[config.mk]
export PLATFORM = sky130hd
export DESIGN_NAME = dmux16_stream
export DESIGN_NICKNAME = d
export VERILOG_FILES = /design/src/rtl/dmux16_stream_pkg.sv /design/src/rtl/dmux16_fifo.sv /design/src/rtl/dmux16_stream.sv
export SDC_FILE = /design/constraint.sdc
export NUM_CORES = 1
export LEC_CHECK = 0
export BUFFER_PORTS_ARGS = -buffer_cell sky130_fd_sc_hd__buf_2
export CAP_MARGIN = 5
export CORE_MARGIN = 3
export CORE_UTILIZATION = 45
export DETAILED_ROUTE_END_ITERATION = 12
export PLACE_DENSITY = 0.73
export SYNTH_ARGS = -nofsm -noshare
export SYNTH_HDL_FRONTEND = slang
export SYNTH_SLANG_ARGS = --single-unit
[constraint.sdc]
create_clock -name clk -period 3.3 [get_ports clk]
set_input_delay 0.33 -clock clk [delete_from_list [all_inputs] [get_ports clk]]
set_output_delay 0.33 -clock clk [all_outputs]
set_load 0.02 [all_outputs]
[src/rtl/dmux16_stream_pkg.sv]
// Shared definitions for the 16-bit stream demultiplexer: word width,
// counter width and the destination-select encoding.
package dmux16_stream_pkg;

    localparam int DATA_W  = 16;
    localparam int COUNT_W = 16;

    // Destination encoding carried on in_sel.
    typedef enum logic {
        PORT_A = 1'b0,
        PORT_B = 1'b1
    } port_e;

endpackage

[src/rtl/dmux16_fifo.sv]
// Synchronous FIFO with registered occupancy. Pointers carry one extra MSB
// so that full (occupancy == DEPTH) and empty (occupancy == 0) are distinct.
// Push is refused while full even if a pop happens in the same cycle; pop
// is ignored while empty. The head word is always driven, also when empty.
module dmux16_fifo
    import dmux16_stream_pkg::*;
#(
    parameter int unsigned DEPTH = 2
)
(
    input  logic                      clk,
    input  logic                      rst_n,
    input  logic                      push,
    input  logic [DATA_W-1:0]         push_data,
    input  logic                      pop,
    output logic [DATA_W-1:0]         head_data,
    output logic                      full,
    output logic                      empty,
    output logic [$clog2(DEPTH):0]    occupancy
);

    localparam int unsigned AW         = $clog2(DEPTH);
    localparam logic [AW:0] FULL_LEVEL = (AW + 1)'(DEPTH);
    localparam logic [AW:0] PTR_ONE    = (AW + 1)'(1);

    logic [AW:0]        wr_ptr;
    logic [AW:0]        rd_ptr;
    logic [DATA_W-1:0]  mem [DEPTH];
    logic               do_push;
    logic               do_pop;

    // Pointer difference wraps naturally thanks to the extra MSB.
    assign occupancy = wr_ptr - rd_ptr;
    assign full      = (occupancy == FULL_LEVEL);
    assign empty     = (occupancy == '0);
    assign do_push   = push & ~full;
    assign do_pop    = pop & ~empty;
    assign head_data = mem[rd_ptr[AW-1:0]];

    // Advance write/read pointers on accepted push/pop.
    // NOTE: state registers use non-blocking assignments so every flop samples
    // pre-edge values regardless of statement order.
    always_ff @(posedge clk or negedge rst_n) begin
        if (!rst_n) begin
            wr_ptr <= '0;
            rd_ptr <= '0;
        end else begin
            if (do_push) wr_ptr <= wr_ptr + PTR_ONE;
            if (do_pop)  rd_ptr <= rd_ptr + PTR_ONE;
        end
    end

    // Write the pushed word into its slot; storage clears on reset.
    // NOTE: the storage array is deliberately reset because the head word is
    // visible even while empty and must read 0x0000 after reset; this forces
    // flops instead of RAM, which is fine for a few entries.
    always_ff @(posedge clk or negedge rst_n) begin
        if (!rst_n) begin
            for (int i = 0; i < int'(DEPTH); i++) begin
                mem[i] <= '0;
            end
        end else if (do_push) begin
            mem[wr_ptr[AW-1:0]] <= push_data;
        end
    end

endmodule

[src/rtl/dmux16_stream.sv]
// Registered 1-to-2 demultiplexer for 16-bit valid/ready word streams.
// Each word is steered by in_sel into the FIFO of port A or port B; each
// port back-pressures independently, and a wrapping per-port count of
// accepted words is kept for debug.
module dmux16_stream
    import dmux16_stream_pkg::*;
#(
    parameter int unsigned DEPTH = 2
)
(
    input  logic                clk,
    input  logic                rst_n,
    input  logic [DATA_W-1:0]   in_data,
    input  logic                in_sel,
    input  logic                in_valid,
    output logic                in_ready,
    output logic [DATA_W-1:0]   a_data,
    output logic                a_valid,
    input  logic                a_ready,
    output logic [DATA_W-1:0]   b_data,
    output logic                b_valid,
    input  logic                b_ready,
    output logic [COUNT_W-1:0]  a_count,
    output logic [COUNT_W-1:0]  b_count
);

    localparam int unsigned      AW        = $clog2(DEPTH);
    localparam logic [COUNT_W-1:0] COUNT_ONE = COUNT_W'(1);

    logic           full_a;
    logic           full_b;
    logic           empty_a;
    logic           empty_b;
    logic [AW:0]    occ_a;
    logic [AW:0]    occ_b;
    logic           push_a;
    logic           push_b;
    logic           sel_b;
    logic           unused_occ;

    assign sel_b = (port_e'(in_sel) == PORT_B);

    // Readiness depends only on registered occupancy of the selected port,
    // never on the downstream ready inputs.
    assign in_ready = sel_b ? ~full_b : ~full_a;

    assign push_a = in_valid & in_ready & ~sel_b;
    assign push_b = in_valid & in_ready &  sel_b;

    assign a_valid = ~empty_a;
    assign b_valid = ~empty_b;

    // Occupancy is exported by the FIFO for debug; the top only needs flags.
    assign unused_occ = ^{occ_a, occ_b};

    dmux16_fifo #(.DEPTH(DEPTH)) u_fifo_a (
        .clk       (clk),
        .rst_n     (rst_n),
        .push      (push_a),
        .push_data (in_data),
        .pop       (a_ready),
        .head_data (a_data),
        .full      (full_a),
        .empty     (empty_a),
        .occupancy (occ_a)
    );

    dmux16_fifo #(.DEPTH(DEPTH)) u_fifo_b (
        .clk       (clk),
        .rst_n     (rst_n),
        .push      (push_b),
        .push_data (in_data),
        .pop       (b_ready),
        .head_data (b_data),
        .full      (full_b),
        .empty     (empty_b),
        .occupancy (occ_b)
    );

    // Per-port accepted-word counters; wrap silently modulo 2^16.
    always_ff @(posedge clk or negedge rst_n) begin
        if (!rst_n) begin
            a_count <= '0;
            b_count <= '0;
        end else begin
            if (push_a) a_count <= a_count + COUNT_ONE;
            if (push_b) b_count <= b_count + COUNT_ONE;
        end
    end

endmodule

; Word level (Yosys, flattened, before mapping)
; Index checks and enable logic that the tools add are counted.
; W data, S select, Z words.
[op_classes]
n_reduce_logical = 4
n_lt_le_gt_ge = 6
bitwise_logic = 16
mux = 13
eq_ne = 2
addsub = 8
[op_table]
columns = cell, n
row1 = $mux W16, 8
row2 = $bwmux W32, 2
row3 = $add A16 B1 Y16 const B, 2
row4 = $demux W16 S1, 2
row5 = $add A2 B1 Y2 const B, 4
row6 = $ge A2 B2 Y1 const B, 4
row7 = $not A1 Y2, 4
row8 = $and A1 B1 Y1, 7
row9 = $not A1 Y1, 5
row10 = $eq A2 B2 Y1 const B, 2
row11 = $logic_not A2 Y1, 2
row12 = $lt A2 B1 Y1 const B, 2
row13 = $sub A2 B2 Y2, 2
row14 = $logic_and A1 B1 Y1, 2
row15 = $mux W1, 1
[word_totals]
ff_bits = 104
inputBits = 22

; Longest topological paths before layout
[logic_depth]
word_depth = 7
ltp_mapped = 7
ltp_nobuf = 5

; Hierarchy
; Synthesis repeated with hierarchy kept, for this count alone.
[hier_totals]
hier_cells = 345
hier_area_um2 = 4976.0
[by_module_without_submodules]
columns = mod, n_inst, cells_each, area_per_inst_um2
row1 = dmux16_fifo, 2, 111, 1731.7
row2 = dmux16_stream, 1, 123, 1512.7

; Least setup slack after synthesis
; No wires, ideal clock.
[synth_path]
kind = register -> register
from = register u_fifo_a.rd_ptr[0]
to = register u_fifo_a.mem[12] (netlist name)
arrival_time_ps = 1679
synth_period_minus_slack_ps = 1803
setup_time_ps = 125
slack_ps = 1497
stages_incl_launch_ff = 8
path_cell_list = dfrtp_1 -> buf_4 -> xnor2_2 -> a21oi_4 -> and2_1 -> buf_6 -> buf_6 -> mux2_2
[synth_between]
elab_chain_len = 7
[synth_rtl]
columns = item, line_no
row1 = start: declaration, dmux16_fifo.sv:27  ; logic [AW:0] rd_ptr;
row2 = start signal: assignment, dmux16_fifo.sv:49  ; if (do_pop) rd_ptr <= rd_ptr + PTR_ONE;
row3 = $sub A2 B2 Y2 (*), dmux16_fifo.sv:33  ; assign occupancy = wr_ptr - rd_ptr;
row4 = $eq A2 B2 Y1 (*), dmux16_fifo.sv:34  ; assign full = (occupancy == FULL_LEVEL);
row5 = $not A1 Y1 (*), "dmux16_fifo.sv:36, dmux16_stream.sv:45"
row6 = $mux W1, dmux16_stream.sv:45  ; assign in_ready = sel_b ? ~full_b : ~full_a;
row7 = $and A1 B1 Y1 (2 in a row), dmux16_stream.sv:47  ; assign push_a = in_valid & in_ready & ~sel_b;
row8 = $and A1 B1 Y1 (*), dmux16_fifo.sv:36  ; assign do_push = push & ~full;
row9 = end signal: indexed assignment, dmux16_fifo.sv:63  ; mem[wr_ptr[AW-1:0]] <= push_data;
row10 = end: declaration, dmux16_fifo.sv:28  ; logic [DATA_W-1:0] mem [DEPTH];
; Mark *: on every way between the ends. The rest lies on a longest branch, timed or not.
; A chain may end at the register's enable or synchronous reset.

; Worst setup path in the final report
[layout_path]
from = register u_fifo_a.wr_ptr[0]
to = register u_fifo_a.mem[18] (netlist name)
[layout_between]
elab_chain_len = 7
elab_cells_between_ends = 14
classes_between = add/sub: 1 / order compare: 2 / eq/ne: 1 / mux: 4 / bitwise: 5 / reduce/logical: 1
[layout_rtl]
columns = item, line_no
row1 = start: declaration, dmux16_fifo.sv:26  ; logic [AW:0] wr_ptr;
row2 = start signal: assignment, dmux16_fifo.sv:48  ; if (do_push) wr_ptr <= wr_ptr + PTR_ONE;
row3 = $sub A2 B2 Y2, dmux16_fifo.sv:33
row4 = $eq A2 B2 Y1, dmux16_fifo.sv:34
row5 = $not A1 Y1, "dmux16_fifo.sv:36, dmux16_stream.sv:45"
row6 = $mux W1, dmux16_stream.sv:45
row7 = $and A1 B1 Y1 (2 in a row), dmux16_stream.sv:47
row8 = $and A1 B1 Y1, dmux16_fifo.sv:36
; Parallel ways exist; a longest one is shown, timed or not.

==> results_dict.tcl <==
set metrics [dict create \
    finalCritPeriodShare_pct 65.8 \
    synth_cell_types 35 \
    maxCapViolations 0 \
    path_clk_slew_ns 0.09 \
    min_period_ns 2.17 \
    coreArea_mm2 0.0104 \
    fin_ws_ns 1.13 \
    required_ns 3.54 \
    grt_pass1_vias 3032 \
    die_height_um 110 \
    cts_resized 0 \
    routed_wirelength_mm 9.40 \
    ff_latch_area_mm2 0.00260 \
    drt_iter0_drc 148 \
    async_reset_ff_share_pct 100 \
    p_leak_nw 2.60 \
    setup_viol 0 \
    initial_core_util_pct 46.5 \
    grt_usage_pct 16.4 \
    grt_first_pass_wirelength_mm 15.4 \
    fp-row-count 37 \
    antenna_found_initial 1 \
    firstDrtPassIters 4 \
    power.density_mw_per_mm2 1010 \
    arrival_ns 2.41 \
    clkSinkCount 104 \
    p_clk_share_pct 13.2 \
    relSlewSlack_pct 31.3 \
    ios 89 \
    netlist_area_mm2 0.00483 \
    overflow 0 \
    num_vias 2859 \
    critPathLaunchType "flop" \
    place_ws_ns 1.11 \
    nets 448 \
    cp-end-kind "flop" \
    gp_congestion 0.757 \
    synth_top_area_share_pct 53.9 \
    ant_nets 0 \
    grt_max_degree 84 \
    multi_input_area_mm2 0.00208 \
    finalHoldViolations 0 \
    cts_made_buffers 9 \
    die_w_um 110 \
    postPlaceCellArea_mm2 0.00536 \
    avgSynthCellArea_um2 14.6 \
    synth_warnings 0 \
    min_path_type "in -> async" \
    drv_slew 0 \
    path_class "reg -> reg" \
    crit_fanout 16 \
    viasPerCell 5.06 \
    synthTopCellsByCount "104 x dfrtp_1, 67 x mux2_2, 30 x mux2_4" \
    p_int_mw 3.44 \
    yosysSeqAreaShare_pct 53.9 \
    synth_most_common_cell "dfrtp_1" \
    dpl.hpwl_mm 6.35 \
    power_frac_comb_pct 47.9 \
    dieArea_mm2 0.0120 \
    synth_largest_area_cell "dfrtp_1" \
    power_switching_mw 2.14 \
    r2r-start "u_fifo_a.wr_ptr[0]" \
    drc 0 \
    nFillCells 908 \
    synthToLayoutAreaGrowth_pct 14.8 \
    clk-insertion-delay-late_ns 0.35 \
    ys_top_cells_by_area "dfrtp_1 54%, mux2_2 16%, mux2_4 9.3%" \
    tightestPinTransition_ns 1.03 \
    swShare_pct 38.3 \
    hold_buffers 0 \
    wl_per_cell_um 16.6 \
    cts_setup_buffers 0 \
    max_freq_mhz 460 \
    syn-num-nets 354 \
    synth.ff_latch_count 104 \
    synth_edf_count 0 \
    rrSetupSlack_ns 1.13 \
    reg2reg_to "u_fifo_a.mem[18]" \
    skew_ns 0.00989 \
    ys.flop_type "dfrtp_1" \
    p_total_mw 5.58 \
    drive_gt1_share_pct 51.0 \
    synth_cells 330 \
    vdd_drop_max_uv 381 \
    reg2reg_depth 4 \
    tns_ns 0 \
    cts_root_buffer "clkbuf_8" \
    io_buffers 88 \
    outcome "completed" \
    diodes 0 \
    cts_tree "yes" \
    cts_max_level 3 \
    seqPwrFrac_pct 38.9 \
    rsz0062_at_grt "false" \
    clock_path_buffers 2 \
    final_area_mm2 0.00554 \
]
## per-stage QoR
| stage | hold slack [ns] | util (%) | cells |
|---|---|---|---|
| after floorplan | 0.0344 | - | 330 |
| after global placement | 0.455 | 51.7 | 549 |
| after detailed placement | 0.457 | 51.7 | 549 |
| after CTS | 0.179 | 53.5 | 565 |
| after global routing | 0.233 | 53.5 | 565 |
| final | 0.156 | 53.5 | 565 |
## per-layer routing
metal / vias up / track usage (%) / part of all wire (%)
met1: 1459 / 23.1 / 48
met5: - / 0 / 0.074
met3: 11 / 2.58 / 3.3
met4: 2 / 6.68 / 1.2
met2: 47 / 25.5 / 47
li1: 1340 / - / -
## worst max-delay path, cell delays in order, from the launching register on
cell	delay, ns
dfrtp_1	0.44
xnor2_2	0.21
a21oi_4	0.28
and2b_1	0.71
mux2_2	0.41
## cell type report
cell class                      count  share of cell area, %
Clock buffer                       13                   3.05
Clock inverter                      3                  0.271
Timing Repair Buffer               95                   8.94
Multi-Input combinational cell    212                   37.6
Tap cell                          136                   3.07
Sequential cell                   104                   47.0
Inverter                            2                  0.135
## cells in the final DEF, fill, tap and decap left out, drive strengths merged, types with 2 or more instances in the layout
cell type and n:
dfrtp 104, mux2 98, buf 95, xnor2 22
xor2 20, nand2 16, clkbuf 13, nand3 12
nor2 6, nand4 6, and3 5, nor3 4
and4 4, clkinv 3, or2b 2, and2 2
inv 2, nor4 2, and2b 2, ha 2
a21oi 2, a211o 2
## worst max-delay path by stage
stage               cells after the start               start  slack [ns]          endpoint
floorplan                               7  u_fifo_a.rd_ptr[0]        1.50  u_fifo_a.mem[12]
global placement                        5              in_sel        1.14  u_fifo_a.mem[31]
detailed placement                      5              in_sel        1.11  u_fifo_a.mem[16]
CTS                                     4  u_fifo_a.wr_ptr[0]        1.09  u_fifo_a.mem[18]
global route                            4  u_fifo_a.wr_ptr[0]        0.98  u_fifo_a.mem[28]
finish                                  4  u_fifo_a.wr_ptr[0]        1.13  u_fifo_a.mem[18]
## state kept, by name, summed over array words and instances, names as in the netlist
| register | flops |
|---|---|
| u_fifo_a.wr_ptr | 2 |
| u_fifo_b.wr_ptr | 2 |
| u_fifo_a.mem | 32 |
| a_count | 16 |
| b_count | 16 |
| u_fifo_b.mem | 32 |
| u_fifo_b.rd_ptr | 2 |
| u_fifo_a.rd_ptr | 2 |
## kinds of logic after synthesis
kind of cell | count (synthesis) | share of synthesized area [%]
XOR/XNOR | 42 | 8.40
flip-flops | 104 | 53.9
buffers and inverters | 14 | 2.93
adder cells (fa/ha/maj) | 2 | 0.518
AND/OR/NAND/NOR | 63 | 7.28
AO/OA/AOI/OAI | 7 | 1.76
multiplexers | 98 | 25.2
## power by group through the flow
stage,clock network (mW),logic (mW),registers [mW]
3_3_place_gp,0,2.66,2.15
4_1_cts,0.766,2.72,2.17
3_5_place_dp,0,2.70,2.19
2_1_floorplan,0,2.00,2.18
5_1_grt,0.815,2.88,2.25
6_report,0.737,2.67,2.17
Note: power is estimated with default switching activity, not from simulation.
